===== src/rtl/ocp_slave_mem_ctrl.sv =====
// OCP slave endpoint servicing single-word reads/writes from a local word array.
// Optional per-word even parity is compiled in with `define OCP_MEM_PARITY_EN.
module ocp_slave_mem_ctrl #(
  parameter int DATA_WIDTH = 32,
  parameter int ADDR_WIDTH = 5,
  parameter int MEM_DEPTH  = 24,
  parameter int RD_LATENCY = 2
) (
  input  logic                  clk,
  input  logic                  reset,
  input  logic                  enable,
  input  logic [2:0]            m_cmd,
  input  logic [ADDR_WIDTH-1:0] m_addr,
  input  logic [DATA_WIDTH-1:0] m_data,
  input  logic                  m_resp_accept,
  output logic                  s_cmd_accept,
  output logic [1:0]            s_resp,
  output logic [DATA_WIDTH-1:0] s_data,
  output logic                  busy,
  output logic [7:0]            err_count,
  input  logic                  parity_inject,
  output logic                  parity_err
);

  localparam logic [2:0] CMD_IDLE = 3'b000;
  localparam logic [2:0] CMD_WR   = 3'b001;
  localparam logic [2:0] CMD_RD   = 3'b010;
  localparam logic [1:0] RESP_NULL = 2'b00;
  localparam logic [1:0] RESP_DVA  = 2'b01;
  localparam logic [1:0] RESP_ERR  = 2'b11;
  localparam int CNT_W = 4;

  typedef enum logic [1:0] {ST_IDLE, ST_ACCEPT, ST_EXEC, ST_RESP} state_t;

  state_t                  state_reg, state_next;
  logic [2:0]              cmd_reg;
  logic [ADDR_WIDTH-1:0]   addr_reg;
  logic [DATA_WIDTH-1:0]   data_reg;
  logic                    err_pending_reg;
  logic [CNT_W-1:0]        cnt_reg;
  logic [DATA_WIDTH-1:0]   mem [MEM_DEPTH];

  logic                    do_capture, do_write, load_resp, load_cnt, dec_cnt, clear_resp;
  logic                    addr_bad, cmd_bad, is_read, par_bad, resp_err;
  logic [MEM_DEPTH-1:0]    word_hit;
  logic [DATA_WIDTH-1:0]   rd_word, resp_data;

  assign busy     = (state_reg != ST_IDLE);
  assign addr_bad = ({1'b0, m_addr} >= (ADDR_WIDTH+1)'(MEM_DEPTH));
  assign cmd_bad  = (m_cmd != CMD_WR) && (m_cmd != CMD_RD);
  assign is_read  = (cmd_reg == CMD_RD) && !err_pending_reg;

  genvar gi;
  generate
    for (gi = 0; gi < MEM_DEPTH; gi++) begin : g_hit
      assign word_hit[gi] = (addr_reg == ADDR_WIDTH'(gi));
    end
  endgenerate

  always_comb begin
    rd_word = '0;
    for (int i = 0; i < MEM_DEPTH; i++) begin
      if (word_hit[i]) rd_word = mem[i];
    end
  end

`ifdef OCP_MEM_PARITY_EN
  logic inject_reg;
  logic par_mem [MEM_DEPTH];
  logic rd_par;

  always_comb begin
    rd_par = 1'b0;
    for (int i = 0; i < MEM_DEPTH; i++) begin
      if (word_hit[i]) rd_par = par_mem[i];
    end
  end

  assign par_bad = (^rd_word) != rd_par;

  always_ff @(posedge clk or posedge reset) begin
    if (reset) begin
      inject_reg <= 1'b0;
      for (int i = 0; i < MEM_DEPTH; i++) par_mem[i] <= 1'b0;
    end else begin
      if (do_capture) inject_reg <= parity_inject;
      if (do_write) begin
        for (int i = 0; i < MEM_DEPTH; i++) begin
          if (word_hit[i]) par_mem[i] <= (^data_reg) ^ inject_reg;
        end
      end
    end
  end
`else
  logic unused_parity_inject;
  assign unused_parity_inject = parity_inject;
  assign par_bad = 1'b0;
`endif

  assign resp_err  = err_pending_reg || (is_read && par_bad);
  // A parity-failed read still returns the stored word; only true errors and writes return zero.
  assign resp_data = is_read ? rd_word : '0;

  always_ff @(posedge clk or posedge reset) begin
    if (reset) state_reg <= ST_IDLE;
    else       state_reg <= state_next;
  end

  always_comb begin
    state_next = state_reg;
    do_capture = 1'b0;
    do_write   = 1'b0;
    load_resp  = 1'b0;
    load_cnt   = 1'b0;
    dec_cnt    = 1'b0;
    clear_resp = 1'b0;
    if (enable) begin
      case (state_reg)
        ST_IDLE: begin
          if (m_cmd != CMD_IDLE) begin
            do_capture = 1'b1;
            state_next = ST_ACCEPT;
          end
        end
        ST_ACCEPT: begin
          if (err_pending_reg || cmd_reg == CMD_WR || RD_LATENCY == 1) begin
            do_write   = !err_pending_reg && (cmd_reg == CMD_WR);
            load_resp  = 1'b1;
            state_next = ST_RESP;
          end else begin
            load_cnt   = 1'b1;
            state_next = ST_EXEC;
          end
        end
        ST_EXEC: begin
          dec_cnt = 1'b1;
          if (cnt_reg == CNT_W'(1)) begin
            load_resp  = 1'b1;
            state_next = ST_RESP;
          end
        end
        ST_RESP: begin
          if (m_resp_accept) begin
            clear_resp = 1'b1;
            state_next = ST_IDLE;
          end
        end
        default: state_next = ST_IDLE;
      endcase
    end
  end

  always_ff @(posedge clk or posedge reset) begin
    if (reset) begin
      s_cmd_accept    <= 1'b0;
      s_resp          <= RESP_NULL;
      s_data          <= '0;
      err_count       <= '0;
      parity_err      <= 1'b0;
      cnt_reg         <= '0;
      cmd_reg         <= CMD_IDLE;
      addr_reg        <= '0;
      data_reg        <= '0;
      err_pending_reg <= 1'b0;
    end else if (enable) begin
      s_cmd_accept <= do_capture;
      if (do_capture) begin
        cmd_reg         <= m_cmd;
        addr_reg        <= m_addr;
        data_reg        <= m_data;
        err_pending_reg <= addr_bad || cmd_bad;
      end
      if (load_cnt)     cnt_reg <= CNT_W'(RD_LATENCY - 1);
      else if (dec_cnt) cnt_reg <= cnt_reg - CNT_W'(1);
      if (load_resp) begin
        s_resp <= resp_err ? RESP_ERR : RESP_DVA;
        s_data <= resp_data;
        if (resp_err && err_count != 8'hFF) err_count <= err_count + 8'd1;
        if (is_read && par_bad) parity_err <= 1'b1;
      end else if (clear_resp) begin
        s_resp <= RESP_NULL;
        s_data <= '0;
      end
    end
  end

  always_ff @(posedge clk or posedge reset) begin
    if (reset) begin
      for (int i = 0; i < MEM_DEPTH; i++) mem[i] <= '0;
    end else if (do_write) begin
      for (int i = 0; i < MEM_DEPTH; i++) begin
        if (word_hit[i]) mem[i] <= data_reg;
      end
    end
  end

endmodule


===== config.mk =====
export PLATFORM = sky130hd
export DESIGN_NAME = ocp_slave_mem_ctrl
export DESIGN_NICKNAME = d
export VERILOG_FILES = /design/src/rtl/ocp_slave_mem_ctrl.sv
export SDC_FILE = /design/constraint.sdc
export NUM_CORES = 2
export LEC_CHECK = 0
export CAP_MARGIN = 20
export CORE_AREA = 3 3 282 284
export DETAILED_ROUTE_END_ITERATION = 10
export DIE_AREA = 0 0 285 287
export MAX_ROUTING_LAYER = met4
export PLACE_DENSITY = 0.76
export SLEW_MARGIN = 20
export SYNTH_ARGS = -nofsm -noshare
export SYNTH_HDL_FRONTEND = slang
export SYNTH_SLANG_ARGS = --single-unit

===== constraint.sdc =====
create_clock -name clk -period 30.5 [get_ports clk]
set_input_delay 3.05 -clock clk [delete_from_list [all_inputs] [get_ports clk]]
set_output_delay 3.05 -clock clk [all_outputs]
set_load 0.01 [all_outputs]

==> key figures <==
Placement
  • PortBufs: 87
  • Placed cell area: between 40,000 and 50,000 sq um
  • HPWL after DPL: about 79 mm
  • Routability cong.: roughly 0.9

Routing
  • Vias: 28,449
  • DRT antenna net count: 0
  • Detailed Route Iter0 Violations: between 3,000 and 4,000
  • Post-Route WL: 131.1 mm
  • Mean routed wirelength per cell: 31.56 um
  • Vias per cell: 6.847
  • First-pass iteration count of the detailed router: 6
  • # DRC: 0

Setup path
  • Critical path data required time: 31,120 ps
  • Critical Path Most Common Cell: buf_4
  • CP bufs+invs: 5
  • Crit path cell chain: clkdlybuf4s50_1 > inv_8 > buf_4 > buf_4 > buf_4
  • Slowest cell on crit path: buf_4
  • Setup Crit Path Kind: in2async
  • Delay-heaviest family, CP: buffers and inverters
  • Worst path max stage delay: between 900 and 1000 ps
  • CP Max Fanout: 142
  • WP data arrival: 7190 ps
  • Worst Setup End Kind: asynchronous set/reset pin
  • Nature of the critical path startpoint: input port

Flow run
  • # Max-Cap Violations: 0

Logic synthesis
  • Post-Synth XOR/XNOR Area: 0.002459
  • Synth Area in Simple Gates: 0.05958
  • Fraction of synthesized area in multiplexers: 0.2552
  • Post-Syn Area per Cell: around 13 sq um
  • Yosys cell types: between 80 and 90
  • Netlist Area Pre-Place: 39,190 sq um
  • Yosys warns: 0
  • Top_reg_cell synth: dfrtp_1
  • Sequential cell area fraction in the yosys report: 0.5479
  • Largest family of logic cells by synthesized area: multiplexers
  • Adder-cell area share of the yosys netlist: 0.002235
  • Synth Instances: 3,045
  • FFs w/ async S/R, synth: 1.000
  • Complex-gate fraction of the synthesized area: 0.09863
  • EDFF count, synth: 0
  • Yosys reg bits: 858
  • Synth Net Count: 3,097

Pwr
  • Power per standard cell area: a little over 80 nW/um^2
  • Clock power share: 0.307
  • Max VDD drop: 41.40 uV
  • Leak pwr: 20.99 nW
  • Combinational power share: 0.268
  • Flop pwr share: 0.425
  • NetSw: 1.349 mW
  • Cell Int Power: ~2.3 mW
  • Sw Share: 0.3745

Clock tree
  • Worst-skew pair later-pin latency: 660 ps
  • Htree depth: 3
  • CTS buffer count: 87
  • Post-cts gate resize count: 0
  • Clk root buf: clkbuf_16
  • Sink Count: 858
  • Setup repair bufs after CTS: 0
  • Worst-path clk slew: about 60 ps
  • Hold-fix buffers, CTS: 0
  • CTS tree: yes
  • Clk buf depth: 3

Finish
  • Share of post-route cells with drive strength above 1: 0.3308
  • Max reg flops: ~770
  • Post-route cell area: 44,070 sq um
  • Area grow syn2layout: 12.46%
  • Post-layout nets: 3,099

STA
  • Period utilization: 0.2155
  • Clk_skew: 33.21 ps
  • Unrepaired setup endpoints after global routing: no
  • Setup TNS: 0 ps
  • Final number of setup-violating endpoints: 0
  • Max Clk Rate: 0.1522 GHz
  • Worst-Margin Slew: 1242 ps
  • Slew HR: 0.1604
  • Count of final hold-check violations: 0
  • Max-slew violations: 0
  • Final worst path period need: 6572 ps

Floorplanning
  • Initial Util: 0.5067
  • Ports: 90
  • Die ar.: 81,800 sq um
  • FP Rows: ~100
  • DIE WIDTH: 285 um
  • Die Ht: ~290 um
  • Core Region: 77,340 sq um

GRT
  • Overall routing resource usage: 0.3276
  • Top Usage Layer GRT: met2
  • Met1 usage: 0.4058
  • Largest net degree at the start of global routing: between 100 and 150
  • Vias in the first global route: about 29,000
  • First-pass GRT wire length: 193.6 mm
  • Overflow after GRT: 0
  • Met2 Usage GRT: 0.4803
  • Antenna violations before repair: 3
  • Met3 GRT Util: 0.08795

Hold path
  • Hold Crit Class: reg2reg

Run status
  • Outcome: finished clean
[cells in the final DEF, fill, tap and decap left out, types with 9 or more instances in the layout]
| cell type | n |
|---|---|
| a211oi_1 | 23 |
| o211ai_1 | 11 |
| a31oi_1 | 13 |
| nand2_1 | 115 |
| mux2_2 | 714 |
| a21o_1 | 9 |
| a221o_1 | 14 |
| o21ai_0 | 95 |
| a22o_1 | 26 |
| nor4_1 | 12 |
| inv_1 | 17 |
| nand3_1 | 34 |
| mux2i_1 | 28 |
| nor2b_1 | 13 |
| clkbuf_16 | 89 |
| nand4_1 | 23 |
| dfrtp_1 | 855 |
| a22oi_1 | 98 |
| mux2_1 | 109 |
| o21ai_1 | 11 |
| clkdlybuf4s50_1 | 87 |
| a2bb2oi_1 | 11 |
| clkbuf_1 | 21 |
| a21oi_1 | 84 |
| nor2_2 | 11 |
| nor2_1 | 93 |
| nor2_4 | 18 |
| nor3_1 | 23 |
| buf_4 | 94 |
| nand2b_1 | 12 |
| o22ai_1 | 32 |
| a221oi_1 | 42 |
| mux4_2 | 20 |
| clkbuf_8 | 21 |
| and3_1 | 18 |
[stage by stage]
stage / hold WS (ps) / utilization / setup slack, ps / instances / power, mW
after floorplan: 449.0 / - / 3340 / 3045 / 2.032
after global placement: 461.4 / 0.5313 / 23360 / 3996 / 2.419
after detailed placement: 469.8 / 0.5316 / 23190 / 3998 / 2.461
after CTS: 483.2 / 0.5696 / 23860 / 4151 / 3.555
after global routing: 490.4 / 0.5697 / 23390 / 4152 / 3.699
final: 485.7 / 0.5698 / 23930 / 4155 / 3.602
[kinds of logic after synthesis]
group	count (synthesis)
other	1
xor gates and xnor gates	11
adders and majority gates	7
muxes	871
and+or+nand+nor	453
DFF	858
buffers and inverters	291
AOI/OAI and AO/OA	553
[layout make-up]
| class | instances | area (sq um) |
|---|---|---|
| diodes | 4 | 10.01 |
| well taps | 1040 | 1301 |
| clock buffers | 131 | 2595 |
| flip-flops and latches | 858 | 21480 |
| inverters | 21 | 86.33 |
| repair buffers | 183 | 1612 |
| fillers | 6056 | 33270 |
| multi-input cells | 1896 | 16630 |
| clock inverters | 22 | 349.1 |
[Yosys cell counts, types with 13 or more instances]
master,count,share of area
nor2b_1,16,0.0026
a31oi_1,13,0.0021
mux4_2,20,0.011
o22ai_1,32,0.0051
a21oi_1,84,0.011
buf_2,132,0.017
dfrtp_1,858,0.55
nor3_1,28,0.0036
a221o_1,14,0.0036
clkbuf_1,112,0.011
and3_1,18,0.0029
mux2_1,109,0.031
nand3_1,36,0.0046
nor2_1,116,0.011
inv_1,19,0.0018
nand4_1,23,0.0037
mux2i_1,28,0.0072
mux2_2,714,0.21
o21ai_0,95,0.012
a22o_1,26,0.0058
a22oi_1,98,0.019
a211oi_1,23,0.0044
a221oi_1,42,0.0094
nand2_1,119,0.011
nand2b_1,13,0.0021
[worst reg2reg max path, cell delays in order (launching register included)]
cell and delay, ps:
dfrtp_1 730, buf_4 550, and3b_2 810, nand2_1 980
nor2_4 1060, buf_4 490, mux2_2 420
[layer usage]
metal	vias to the layer above	wire length (um)
li1	11254	-
met1	14660	47900
met2	1967	57520
met3	568	15940
met4	0	9776
met5	-	0
[final timing paths]
path | start | end | slack, ps | cells past startpoint
max | reset | mem[146] | 23930 | 5
min | mem[314] | mem[314] | 490 | 1
max reg2reg | addr_reg[4] | mem[41] | 25340 | 6
min reg2reg | mem[314] | mem[314] | 490 | 1
max in group clk | enable | mem[695] | 24280 | 7
min in group asynchronous | reset | s_cmd_accept | 3020 | 2
[power groups by stage]
stage | clock [mW] | sequential, mW | combinational, mW
floorplan | 0 | 1.38 | 0.656
global placement | 0 | 1.52 | 0.899
detailed placement | 0 | 1.54 | 0.918
CTS | 1.11 | 1.52 | 0.924
global route | 1.16 | 1.56 | 0.984
finish | 1.11 | 1.53 | 0.964
(Power assumes the default switching activity.)
